## src/rtl/sevenseg_scan_arbiter_if.sv

```systemverilog
// Display bus between the requesters and the seven-segment scan arbiter.
interface sevenseg_scan_arbiter_if;
  logic [2:0]  req;
  logic [31:0] val0;
  logic [31:0] val1;
  logic [31:0] val2;
  logic        lz_en;
  logic [2:0]  grant;
  logic [7:0]  an;
  logic [6:0]  sev_out;
  logic        frame_done;

  // Requester side: drives requests and values, observes the display.
  modport master (
    output req, val0, val1, val2, lz_en,
    input  grant, an, sev_out, frame_done
  );

  // Arbiter side.
  modport slave (
    input  req, val0, val1, val2, lz_en,
    output grant, an, sev_out, frame_done
  );
endinterface

```

## src/rtl/sevenseg_scan_arbiter.sv

```systemverilog
// Frame-synchronous arbiter and 8-digit multiplexed scanner for the
// seven-segment display. Grant, snapshot and leading-zero mode change only
// at frame boundaries so a frame never tears.
module sevenseg_scan_arbiter #(
  parameter int unsigned BLANK_TICKS = 1,
  parameter int unsigned DRIVE_TICKS = 4,
  parameter int unsigned HOLD_FRAMES = 16
) (
  input  logic                    clk_7seg,
  input  logic                    Rst,
  sevenseg_scan_arbiter_if.slave  bus
);

  localparam int unsigned MAX_TICKS = (BLANK_TICKS > DRIVE_TICKS) ? BLANK_TICKS : DRIVE_TICKS;
  localparam int unsigned TW        = (MAX_TICKS > 1) ? $clog2(MAX_TICKS) : 1;
  localparam int unsigned HW        = (HOLD_FRAMES > 1) ? $clog2(HOLD_FRAMES) : 1;

  localparam logic [TW-1:0] BLANK_LAST  = TW'(BLANK_TICKS - 1);
  localparam logic [TW-1:0] DRIVE_LAST  = TW'(DRIVE_TICKS - 1);
  localparam logic [HW-1:0] HOLD_RELOAD = HW'(HOLD_FRAMES - 1);

  localparam logic [7:0] AN_OFF  = 8'hFF;
  localparam logic [6:0] SEG_OFF = 7'h7F;

  typedef enum logic [1:0] {
    S_IDLE  = 2'd0,
    S_BLANK = 2'd1,
    S_DRIVE = 2'd2
  } state_t;

  state_t        state, state_nxt;
  logic [2:0]    dig, dig_nxt;
  logic [TW-1:0] tick, tick_nxt;
  logic          arb_c;

  logic [2:0]    grant_q, grant_nxt;
  logic [31:0]   snap_q, snap_nxt;
  logic [HW-1:0] hold_q, hold_nxt;
  logic          lz_q, lz_nxt;

  logic [7:0]    an_q, an_nxt;
  logic [6:0]    sev_q, sev_nxt;
  logic          fd_q, fd_nxt;

  logic [2:0]    msd_c;
  logic [3:0]    nib_c;
  logic          lit_c;

  // Nibble to active-low {a,b,c,d,e,f,g}.
  function automatic logic [6:0] seg_decode(input logic [3:0] n);
    logic [6:0] s;
    case (n)
      4'h0: s = 7'b0000001;
      4'h1: s = 7'b1001111;
      4'h2: s = 7'b0010010;
      4'h3: s = 7'b0000110;
      4'h4: s = 7'b1001100;
      4'h5: s = 7'b0100100;
      4'h6: s = 7'b0100000;
      4'h7: s = 7'b0001111;
      4'h8: s = 7'b0000000;
      4'h9: s = 7'b0000100;
      4'hA: s = 7'b0001000;
      4'hB: s = 7'b1100000;
      4'hC: s = 7'b0110001;
      4'hD: s = 7'b1000010;
      4'hE: s = 7'b0110000;
      default: s = 7'b0111000;
    endcase
    return s;
  endfunction

  // Scan state register.
  always_ff @(posedge clk_7seg) begin
    if (Rst) begin
      state <= S_IDLE;
      dig   <= 3'd0;
      tick  <= '0;
    end else begin
      state <= state_nxt;
      dig   <= dig_nxt;
      tick  <= tick_nxt;
    end
  end

  // Scan sequencing: BLANK then DRIVE per digit, frame boundary after digit 7.
  always_comb begin
    state_nxt = state;
    dig_nxt   = dig;
    tick_nxt  = tick;
    arb_c     = 1'b0;
    case (state)
      S_IDLE: begin
        state_nxt = S_BLANK;
        dig_nxt   = 3'd0;
        tick_nxt  = '0;
        arb_c     = 1'b1;
      end
      S_BLANK: begin
        if (tick == BLANK_LAST) begin
          state_nxt = S_DRIVE;
          tick_nxt  = '0;
        end else begin
          tick_nxt = tick + TW'(1);
        end
      end
      S_DRIVE: begin
        if (tick == DRIVE_LAST) begin
          state_nxt = S_BLANK;
          tick_nxt  = '0;
          dig_nxt   = dig + 3'd1;
          arb_c     = (dig == 3'd7);
        end else begin
          tick_nxt = tick + TW'(1);
        end
      end
      default: begin
        state_nxt = S_IDLE;
        dig_nxt   = 3'd0;
        tick_nxt  = '0;
      end
    endcase
  end

  // Arbitration at frame boundaries; UART grant sticks for the hold window.
  always_comb begin
    grant_nxt = grant_q;
    snap_nxt  = snap_q;
    hold_nxt  = hold_q;
    lz_nxt    = lz_q;
    if (arb_c) begin
      lz_nxt = bus.lz_en;
      if (bus.req[2]) begin
        grant_nxt = 3'b100;
        snap_nxt  = bus.val2;
        hold_nxt  = '0;
      end else if (bus.req[1]) begin
        grant_nxt = 3'b010;
        snap_nxt  = bus.val1;
        hold_nxt  = HOLD_RELOAD;
      end else if ((grant_q == 3'b010) && (hold_q != '0)) begin
        hold_nxt  = hold_q - HW'(1);
      end else if (bus.req[0]) begin
        grant_nxt = 3'b001;
        snap_nxt  = bus.val0;
        hold_nxt  = '0;
      end else begin
        grant_nxt = 3'b000;
        hold_nxt  = '0;
      end
    end
  end

  // Most-significant non-zero nibble; digit 0 when the snapshot is zero.
  always_comb begin
    msd_c = 3'd0;
    for (int i = 1; i < 8; i++) begin
      if (snap_q[4*i +: 4] != 4'h0) msd_c = 3'(i);
    end
  end

  // Next-phase outputs. Snapshot/grant/lz are stable whenever DRIVE is
  // entered, so the registered copies are used directly.
  always_comb begin
    an_nxt  = AN_OFF;
    sev_nxt = SEG_OFF;
    fd_nxt  = 1'b0;
    nib_c   = snap_q[{dig_nxt, 2'b00} +: 4];
    lit_c   = (grant_q != 3'b000) && !(lz_q && (dig_nxt > msd_c));
    if (state_nxt == S_DRIVE) begin
      if (lit_c) begin
        an_nxt  = ~(8'b0000_0001 << dig_nxt);
        sev_nxt = seg_decode(nib_c);
      end
      fd_nxt = (dig_nxt == 3'd7) && (tick_nxt == DRIVE_LAST);
    end
  end

  // Arbitration state and registered display outputs.
  always_ff @(posedge clk_7seg) begin
    if (Rst) begin
      grant_q <= 3'b000;
      snap_q  <= '0;
      hold_q  <= '0;
      lz_q    <= 1'b0;
      an_q    <= AN_OFF;
      sev_q   <= SEG_OFF;
      fd_q    <= 1'b0;
    end else begin
      grant_q <= grant_nxt;
      snap_q  <= snap_nxt;
      hold_q  <= hold_nxt;
      lz_q    <= lz_nxt;
      an_q    <= an_nxt;
      sev_q   <= sev_nxt;
      fd_q    <= fd_nxt;
    end
  end

  assign bus.grant      = grant_q;
  assign bus.an         = an_q;
  assign bus.sev_out    = sev_q;
  assign bus.frame_done = fd_q;

endmodule

```

## src/flat_wrapper.sv

```systemverilog
// flat-port wrapper written by rule: the top's interface ports become plain ports
module sevenseg_scan_arbiter_flat 
#(
  parameter int unsigned BLANK_TICKS = 1,
  parameter int unsigned DRIVE_TICKS = 4,
  parameter int unsigned HOLD_FRAMES = 16
)
  (clk_7seg, Rst, bus_req, bus_val0, bus_val1, bus_val2, bus_lz_en, bus_grant, bus_an, bus_sev_out, bus_frame_done);
  sevenseg_scan_arbiter_if bus_i ();
  input  logic clk_7seg;
  input  logic Rst;
  input wire logic [$bits(bus_i.req)-1:0] bus_req;
  input wire logic [$bits(bus_i.val0)-1:0] bus_val0;
  input wire logic [$bits(bus_i.val1)-1:0] bus_val1;
  input wire logic [$bits(bus_i.val2)-1:0] bus_val2;
  input wire logic [$bits(bus_i.lz_en)-1:0] bus_lz_en;
  output wire logic [$bits(bus_i.grant)-1:0] bus_grant;
  output wire logic [$bits(bus_i.an)-1:0] bus_an;
  output wire logic [$bits(bus_i.sev_out)-1:0] bus_sev_out;
  output wire logic [$bits(bus_i.frame_done)-1:0] bus_frame_done;
  assign bus_i.req = bus_req;
  assign bus_i.val0 = bus_val0;
  assign bus_i.val1 = bus_val1;
  assign bus_i.val2 = bus_val2;
  assign bus_i.lz_en = bus_lz_en;
  assign bus_grant = bus_i.grant;
  assign bus_an = bus_i.an;
  assign bus_sev_out = bus_i.sev_out;
  assign bus_frame_done = bus_i.frame_done;
  sevenseg_scan_arbiter #(.BLANK_TICKS(BLANK_TICKS), .DRIVE_TICKS(DRIVE_TICKS), .HOLD_FRAMES(HOLD_FRAMES)) u_core (.clk_7seg(clk_7seg), .Rst(Rst), .bus(bus_i));
endmodule
```

## config.mk

```make
export PLATFORM = sky130hd
export DESIGN_NAME = sevenseg_scan_arbiter_flat
export DESIGN_NICKNAME = d
export VERILOG_FILES = /design/src/rtl/sevenseg_scan_arbiter_if.sv /design/src/rtl/sevenseg_scan_arbiter.sv /design/src/flat_wrapper.sv
export SDC_FILE = /design/constraint.sdc
export NUM_CORES = 1
export LEC_CHECK = 0
export CORE_UTILIZATION = 34
export CTS_CLUSTER_SIZE = 16
export DETAILED_ROUTE_END_ITERATION = 8
export PLACE_DENSITY = 0.72
export SETUP_SLACK_MARGIN = 0.4
export SYNTH_ARGS = -nofsm -noshare
export SYNTH_HDL_FRONTEND = slang
export SYNTH_SLANG_ARGS = --single-unit
```

## constraint.sdc

```tcl
create_clock -name clk_7seg -period 4.2 [get_ports clk_7seg]
set_input_delay 0.84 -clock clk_7seg [delete_from_list [all_inputs] [get_ports clk_7seg]]
set_output_delay 0.84 -clock clk_7seg [all_outputs]
set_load 0.01 [all_outputs]
```

Yosys cells after proc, flatten, opt, wreduce, memory -nomap -nowiden
Memories as Yosys holds them, arrays and structs flattened. A register that Yosys moved wholly into a read port is not among the register bits.
Cells that the tools add are included.
{"block": "totals", "wordCells": 77, "out_inout_bits": 19, "reg_bits": 56, "mem_bits_ro": 112, "mem_count": 1, "in_bits": 102}
{"memory": "(name not given)", "words": 16, "width": 7, "read_ports": 1, "rd_clocked_by_memory_dff": 1, "write_ports": 0, "line_no": "sevenseg_scan_arbiter.sv:52", "source": "case (n)"}
{"block": "op_classes", "n_eq_ne": 9, "n_mux": 28, "magnitude_cmp": 1, "n_bitwise": 3, "shift": 2, "n_addsub": 3, "reduce_logical": 21}
{"operator": "32-bit 2-to-1 mux", "n": 4}
{"operator": "4-bit nonzero test", "n": 8}
{"operator": "32-bit by 6-bit variable part select with 4-bit output", "n": 1}
{"operator": "3-bit 2-to-1 mux", "n": 8}
{"operator": "2-bit 2-to-1 mux", "n": 6}
{"operator": "4-bit 2-to-1 mux", "n": 3}
{"operator": "2-bit equality test, second input constant", "n": 4}
{"operator": "8-bit NOT", "n": 1}
{"operator": "1-bit by 3-bit left shift with 8-bit output, first input constant", "n": 1}
{"operator": "3-bit equality test, second input constant", "n": 2}
{"operator": "2-bit case mux with 3 select lines", "n": 1}
{"operator": "3-bit case mux with 2 select lines", "n": 1}
{"operator": "3-bit nonzero test", "n": 2}
{"operator": "1-bit logical AND", "n": 4}
{"operator": "2-bit zero test", "n": 2}
{"operator": "2-bit case mux with 2 select lines", "n": 1}
{"operator": "4-bit by 1-bit subtractor with 4-bit output, second input constant", "n": 1}
{"operator": "3-bit by 1-bit adder with 3-bit output, second input constant", "n": 1}
{"operator": "3-bit by 2-bit equality test with 1-bit output, second input constant", "n": 1}
{"operator": "3-bit > comparator", "n": 1}
{"operator": "1-bit 2-to-1 mux", "n": 3}
{"operator": "3-bit != test, second input constant", "n": 1}
{"operator": "3-bit AND reduction", "n": 1}
{"operator": "3-bit OR reduction", "n": 1}
{"operator": "7 further kinds", "n": 8}

Longest topological paths before layout
Gate-level depths: netlist (run 1).
{"block": "logic_depth", "depth_word": 14, "ltp_mapped": 13, "mapped_depth_nobuf": 12}

Worst setup path after synthesis (run 1)
OpenSTA, ideal clock, no wires.
{"block": "synth_timing", "kind": "register to register", "from": "reg u_core.dig[0]", "to": "reg u_core.an_q[2] (netlist: u_core.bus.an[2])", "arrival_ns": 2.785, "path_buffers": 1, "required_time_ns": 4.073, "setup_slack_ns": 1.288, "setup_time_ns": 0.127, "synth_period_minus_slack_ns": 2.912, "stages_incl_launch_ff": 12, "cell_sequence": "dfxtp_1 -> ha_1 -> ha_1 -> mux2_4 -> a22oi_1 -> inv_1 -> ha_1 -> o21a_1 -> o211ai_1 -> o311ai_1 -> clkbuf_1 -> or3_1"}
{"block": "synth_between", "elab_chain_cells": 9, "elab_cells_between_ends": 11, "cone_classes": "1 x add/sub; 1 x order compare; 1 x shift; 2 x mux; 2 x bitwise; 4 x reduce/logical"}
{"item": "start, declared", "line_no": "sevenseg_scan_arbiter.sv:32", "source": "logic [2:0] dig, dig_nxt;"}
{"item": "start signal, assigned", "line_no": "sevenseg_scan_arbiter.sv:81", "source": "dig <= dig_nxt;"}
{"item": "3-bit by 1-bit adder with 3-bit output *", "line_no": "sevenseg_scan_arbiter.sv:111", "source": "dig_nxt = dig + 3'd1;"}
{"item": "3-bit 2-to-1 mux *", "line_no": "sevenseg_scan_arbiter.sv:108", "source": "if (tick == DRIVE_LAST) begin"}
{"item": "3-bit case mux with 2 select lines *", "line_no": "sevenseg_scan_arbiter.sv:92", "source": "case (state)"}
{"item": "net u_core.dig_nxt[2]", "line_no": "sevenseg_scan_arbiter.sv:32"}
{"item": "3-bit > comparator", "line_no": "sevenseg_scan_arbiter.sv:169", "source": "lit_c = (grant_q != 3'b000) && !(lz_q && (dig_nxt > msd_c));"}
{"item": "1-bit logical AND", "line_no": "sevenseg_scan_arbiter.sv:169"}
{"item": "1-bit zero test", "line_no": "sevenseg_scan_arbiter.sv:169"}
{"item": "1-bit logical AND", "line_no": "sevenseg_scan_arbiter.sv:169"}
{"item": "1-bit NOT (no line)"}
{"item": "3-bit OR reduction (no line)"}
{"item": "end signal, assigned", "line_no": "sevenseg_scan_arbiter.sv:194", "source": "an_q <= an_nxt;"}
{"item": "end, declared", "line_no": "sevenseg_scan_arbiter.sv:41", "source": "logic [7:0] an_q, an_nxt;"}
The timed path passes the listed nets; every way through them passes the cells marked *.
A chain may end at the register's enable or synchronous reset.

Worst setup path after layout (run 1)
{"block": "layout_timing", "from": "reg u_core.state[0]", "to": "reg u_core.sev_q[3] (netlist: u_core.bus.sev_out[3])"}
{"block": "layout_between", "elab_chain_cells": 8, "elab_cells_between_ends": 16, "cone_classes": "1 x order compare; 3 x eq/ne; 1 x shift; 4 x mux; 2 x bitwise; 5 x reduce/logical"}
{"item": "start, declared", "line_no": "sevenseg_scan_arbiter.sv:31", "source": "state_t state, state_nxt;"}
{"item": "start signal, assigned", "line_no": "sevenseg_scan_arbiter.sv:80", "source": "state <= state_nxt;"}
{"item": "2-bit equality test / 2-bit by 1-bit equality test with 1-bit output (equally long branches)", "line_no": "sevenseg_scan_arbiter.sv:92"}
{"item": "3-bit case mux with 2 select lines", "line_no": "sevenseg_scan_arbiter.sv:92"}
{"item": "3-bit > comparator", "line_no": "sevenseg_scan_arbiter.sv:169"}
{"item": "1-bit logical AND", "line_no": "sevenseg_scan_arbiter.sv:169"}
{"item": "1-bit zero test", "line_no": "sevenseg_scan_arbiter.sv:169"}
{"item": "1-bit logical AND", "line_no": "sevenseg_scan_arbiter.sv:169"}
{"item": "1-bit NOT (no line)"}
{"item": "3-bit OR reduction (no line)"}
{"item": "end, declared", "line_no": "sevenseg_scan_arbiter.sv:42", "source": "logic [6:0] sev_q, sev_nxt;"}
Several ways; a longest one is shown, not always the timed one.

==> results of run 1 <==
path summary, 6_finish.rpt:
kind                                                     from                                to  depth (start not counted)  slack [ns]
worst max-delay path               u_core.state[0]$_SDFF_PP0_  u_core.bus.sev_out[3]$_SDFF_PP1_                         11        0.71
worst min-delay path            u_core.snap_q[2]$_SDFFE_PP0P_     u_core.snap_q[2]$_SDFFE_PP0P_                          2        0.46
worst max register to register     u_core.state[0]$_SDFF_PP0_  u_core.bus.sev_out[3]$_SDFF_PP1_                         11        0.71
worst min register to register  u_core.snap_q[2]$_SDFFE_PP0P_     u_core.snap_q[2]$_SDFFE_PP0P_                          2        0.46
state kept, by name (all words and copies together), names as in the netlist:
name,flops
u_core.state,2
u_core.bus.frame_done,1
u_core.hold_q,4
u_core.bus.grant,3
u_core.snap_q,32
u_core.lz_q,1
u_core.dig,3
u_core.bus.sev_out,7
u_core.bus.an,8
u_core.tick,2
layout by cell type (no fill, tap or decap), types with 2 or more instances in the layout:
cell type        synthesis  routed
nand2_1                118     118
clkdlybuf4s50_1          0     118
dfxtp_1                 63      63
mux2i_1                 44      44
a21oi_1                 44      44
o21ai_0                 37      37
nor2_1                  24      24
ha_1                    18      18
inv_1                   16      16
a31oi_1                  9       9
clkbuf_16                0       9
nand3_1                  7       7
nor3_1                   6       6
nor4_1                   6       6
buf_4                    0       6
and2_1                   5       5
o21ai_1                  5       5
o211ai_1                 5       5
a32oi_1                  3       3
nor4bb_1                 3       3
nand2b_1                 3       3
a221oi_1                 3       3
mux2_4                   2       2
a22oi_1                  2       2
nor2b_1                  2       2
a211oi_2                 2       2
and3_1                   2       2
o21a_1                   2       2
a2111oi_4                2       2
a221o_1                  2       2
o21bai_1                 2       2
nand2_2                  2       2
clkinv_2                 0       2
buf_2                    3       2
logic make-up (layout without fill, tap and decap cells):
family / Yosys count / after routing
AOI/OAI and AO/OA: 136 / 136
xor gates and xnor gates: 1 / 1
adders and majority gates: 18 / 18
buffers and inverters: 45 / 155
DFF: 63 / 63
muxes: 47 / 47
and+or+nand+nor: 187 / 187
cell type report:
class                      count  area [um^2]
clock buffer                  11          243
fill                        1051         5540
inverter                      16         60.1
sequential                    63         1260
tap                          140          175
clock inverter                 2         10.0
timing repair buffer         126         1240
multi-input combinational    389         2450
metal layers:
| layer | part of all wire | GRT usage | vias up |
|---|---|---|---|
| met2 | 0.47 | 0.301 | 133 |
| met3 | 0.061 | 0.0400 | 13 |
| met1 | 0.45 | 0.236 | 1781 |
| met5 | 0 | 0 | - |
| met4 | 0.017 | 0.0743 | 0 |
| li1 | - | - | 1975 |
worst max-delay path, delay by kind of cell, from the launching register on:
family                     cells  cell delay [ns]
DFF                            1             0.40
AOI/OAI and AO/OA              6             1.53
adders and majority gates      2             0.84
buffers and inverters          1             0.11
and+or+nand+nor                2             0.48
power by group through the flow:
stage               logic, uW  clock network [uW]  registers, uW
floorplan                 228                   0            672
CTS                       383                 640            675
detailed placement        382                   0            686
global placement          373                   0            686
finish                    381                 631            675
global route              425                 672            680
stage by stage:
step	total power [uW]	instance area (um^2)	setup WS [ns]	hold slack (ns)
after floorplan	900	3890	1.29	0.436
final	1690	5440	0.705	0.458
after CTS	1700	5440	0.759	0.454
after global placement	1060	5190	1.05	0.448
after detailed placement	1070	5190	0.775	0.448
after global routing	1780	5440	0.465	0.496
==> flow_summary.toml, run 1 <==
[run_status]
status = "finished clean"

[logic_synthesis]
synth_fa_ha_area_frac = 0.0579
synth_seq_area_share = 0.324
syn_avg_cell_area_um2 = 7.82
synth_top_area_share = 0.324
ys_types = 61
syn-num-nets = 617
synth_most_common_cell = "nand2_1"
synth-simple-area-share = 0.211
synth_top_family_by_area = "compound AO/OA/AOI/OAI gates"
synthesis.area_mm2 = 0.00389
synth-async-reset-ratio = 0
synth_edf_count = 0
synthTopCellsByCount = "118 x nand2_1, 63 x dfxtp_1, 44 x a21oi_1, 44 x mux2i_1, 37 x o21ai_0"
synthesis.instances = 497
synthMuxAreaShare = 0.124
ys.warnings.count = 0
synth-compound-area-share = 0.232
synth-xor-area-share = 0.00225
synthTopCellsByArea = "dfxtp_1 32%, nand2_1 11%, mux2i_1 11%"
synth_ff_type = "dfxtp_1"
synth-seq-cells = 63
yosysTopAreaCell = "dfxtp_1"

[drt]
vias = 3902
drt_iter0_drc = 229
viasPerCell = 5.22
drc = 0
first_pass_iters = 4
drt_wl_total_um = 10400
routedWlPerCell_um = 13.9
ant_nets = 0

[place]
place.gp.congestion = 0.939
dp_cells = 734
dp_hpwl_um = 8260
port_buffers = 120

[power]
netSwitchingFraction = 0.272
leakage_uw = 0.00217
power.density_mw_per_mm2 = 310
power_frac_comb = 0.226
p_switching_uw = 458
p_seq_frac = 0.400
internal_power_uw = 1230
pwr-share-clk = 0.374
peakVddDrop_mv = 0.216

[cts]
clock-root-buffer = "clkbuf_16"
hold_buffers = 0
cts_resized = 0
cts_sinks = 63
clk_latency_ns = 0.32
max-clock-path-buffers = 2
cts_tree = "done"
htree_num_levels = 3
post_cts_buffers = 0
clk_pin_slew_worst_paths_ns = 0.05
cts_made_buffers = 9

[global_routing]
antenna_found_initial = 0
grt_remaining_overflow = 0
grt_max_degree = 57
grt_pass1_vias = 3725
grt_use_total = 0.185
grt_pass1_wl_um = 17300

[critical_path]
worst_path_max_delay_cell = "a32oi_1"
worstPathCellList = "inv_1, ha_1, and2_1, a32oi_1, nor2_1, a32oi_1, o211ai_1, ha_1, a21oi_1, a2111oi_4, a31oi_1"
slowest_delay_ns = 0.58
cp-end-kind = "flop"
path_class = "reg -> reg"
arrival_ns = 3.69
worstPathRequired_ns = 4.40
path_max_fanout = 12
crit_path_start_kind = "flop"

[sta]
worst_slew_pin_slew_ns = 1.14
fin_crit_sh = 0.832
rsz0062_at_grt = "no"
slew_headroom = 0.243
setup_viol = 0
fmax_ghz = 0.286
clock-skew-final_ns = 0.00661
hold_violations = 0
post-route-min-period_ns = 3.49
tns_ns = 0
final-max-slew-violation-count = 0

[layout]
final_cells = 747
area_growth_syn_to_layout_pct = 39.9
nets = 725
drive_above_1_share = 0.0593
final_util = 0.495
diodes = 0

[floorplan]
die_x_um = 109
chipHeight_um = 109
rows = 38
core_area_mm2 = 0.0110
start_util = 0.354
io_pins = 121
die-area_mm2 = 0.0119

[run]
cap_violations = 0

[hold_path]
hp-class = "reg -> reg"
No activity file was read; power rests on OpenSTA's default activity.
==> run 2, diff against run 1 <==
Clock period 4.2 ns to 3.62 ns, I/O delays scaled along.
==> run 2 against run 1 <==
  * Register-to-register slack worse by 0.16 ns
  * Highest routed layer unchanged
  * Sequential power up 16%
  * First-iteration DRC count is 10% lower
  * Clock skew barely moved
  * Utilization grew 0.81 points
  * Via count up 1.2%
  * Wire length is 4.8% higher
  * Maximum frequency grew 14%
  * Worst setup slack worse by 0.16 ns
  * Cell count rose by 0.67%
==> flow_summary.toml, run 2 (same netlist as run 1, synthesis figures left out) <==
[layout]
largest_reg_flops = 32
drive_above_1_share = 0.0801
nets = 728
mostFrequentLayoutCells = "118 x nand2_1, 118 x clkdlybuf4s50_1, 61 x dfxtp_1, 44 x mux2i_1, 44 x a21oi_1"
area_growth_syn_to_layout_pct = 42.1
diodes = 0
largest-register = "u_core.snap_q"
nFillCells = 1057

[cts]
cts_sinks = 63
cts_resized = 0
clock-root-buffer = "clkbuf_16"
clk_pin_slew_worst_paths_ns = 0.05
post_cts_buffers = 0
cts_made_buffers = 9
cts_tree = "done"
max-clock-path-buffers = 2
clk_latency_ns = 0.33
hold_buffers = 0
htree_num_levels = 3

[place]
port_buffers = 120
dp_slack_ns = 0.445
place.gp.congestion = 0.968
dp_hpwl_um = 8490

[drt]
drt_iter0_drc = 205
vias = 3948
viasPerCell = 5.25
ant_nets = 0
routedWlPerCell_um = 14.5
first_pass_iters = 5
drc = 0
drt_wl_total_um = 10900

[sta]
clock-skew-final_ns = 0.00687
setup_viol = 0
fin_crit_sh = 0.849
slew_headroom = 0.483
hold_violations = 0
post-route-min-period_ns = 3.07
worst_slew_pin_slew_ns = 0.772
setup_ws_ns = 0.545
final-max-slew-violation-count = 0
rsz0062_at_grt = "no"
tns_ns = 0
fmax_ghz = 0.325

[hold_path]
hp-class = "reg -> reg"

[floorplan]
rows = 38
start_util = 0.354
io_pins = 121
core_area_mm2 = 0.0110
chipHeight_um = 109
die_x_um = 109
die-area_mm2 = 0.0119

[global_routing]
top_usage_layer = "met2"
global_route.usage.met1 = 0.240
use_met2 = 0.310
met3_usage = 0.0347
grt_max_degree = 69
grt_pass1_wl_um = 17700
grt_pass1_vias = 3847
antenna_found_initial = 0
grt_remaining_overflow = 0
grt_use_total = 0.187

[run]
cap_violations = 0

[critical_path]
crit_path_start_kind = "flop"
worstPathRequired_ns = 3.83
cp-end-kind = "flop"
path_max_fanout = 17
reg2reg_slack_ns = 0.55
arrival_ns = 3.28
path_class = "reg -> reg"

[power]
netSwitchingFraction = 0.267
pwr-share-clk = 0.408
power_frac_comb = 0.217
p_seq_frac = 0.376
peakVddDrop_mv = 0.221
internal_power_uw = 1530
power.density_mw_per_mm2 = 378
p_switching_uw = 558
leakage_uw = 0.00219

[run_status]
status = "finished clean"
run 2: cell type report:
class / count / area [um^2] / area share
Timing Repair Buffer: 129 / 1260 / 0.228
Inverter: 16 / 60.1 / 0.0109
Multi-Input combinational cell: 389 / 2470 / 0.447
Clock inverter: 3 / 42.5 / 0.00770
Tap cell: 140 / 175 / 0.0317
Sequential cell: 63 / 1260 / 0.229
Clock buffer: 12 / 256 / 0.0464
run 2: worst max-delay path, cell delays in order, from the launching register on:
cell	delay, ns
dfxtp_1	0.34
inv_1	0.10
ha_2	0.37
o21ai_1	0.14
a211oi_2	0.54
o21ai_0	0.18
a32oi_1	0.19
o22ai_1	0.11
buf_4	0.17
ha_1	0.31
a21oi_1	0.08
a2111oi_4	0.35
a31oi_1	0.07
run 2: final timing paths:
path                                                    start                                to  cells after the start
worst min-delay path            u_core.snap_q[2]$_SDFFE_PP0P_     u_core.snap_q[2]$_SDFFE_PP0P_                      2
worst max register to register     u_core.state[1]$_SDFF_PP0_  u_core.bus.sev_out[3]$_SDFF_PP1_                     12
worst min register to register  u_core.snap_q[2]$_SDFFE_PP0P_     u_core.snap_q[2]$_SDFFE_PP0P_                      2
worst max-delay path               u_core.state[1]$_SDFF_PP0_  u_core.bus.sev_out[3]$_SDFF_PP1_                     12
run 2: stage by stage:
stage / hold WS [ns] / util / instance area (um^2) / total power [uW] / instances
6_report: 0.470 / 0.503 / 5530 / 2090 / 752
4_1_cts: 0.471 / 0.501 / 5510 / 2090 / 752
3_3_place_gp: 0.446 / 0.474 / 5210 / 1230 / 737
2_1_floorplan: 0.436 / - / 3890 / 1040 / 497
5_1_grt: 0.497 / 0.503 / 5530 / 2190 / 752
3_5_place_dp: 0.464 / 0.474 / 5210 / 1250 / 737
run 2: power groups by stage:
stage	Sequential, uW	Combinational [uW]	Clock (uW)
global placement	796	436	0
finish	784	453	851
CTS	783	450	861
global route	789	500	897
detailed placement	797	449	0
floorplan	780	265	0
run 2: layer usage:
layer  vias to the layer above  wire (um)
li1                       1983          -
met1                      1812       4910
met2                       141       5270
met3                        12        556
met4                         0        175
met5                         -          0
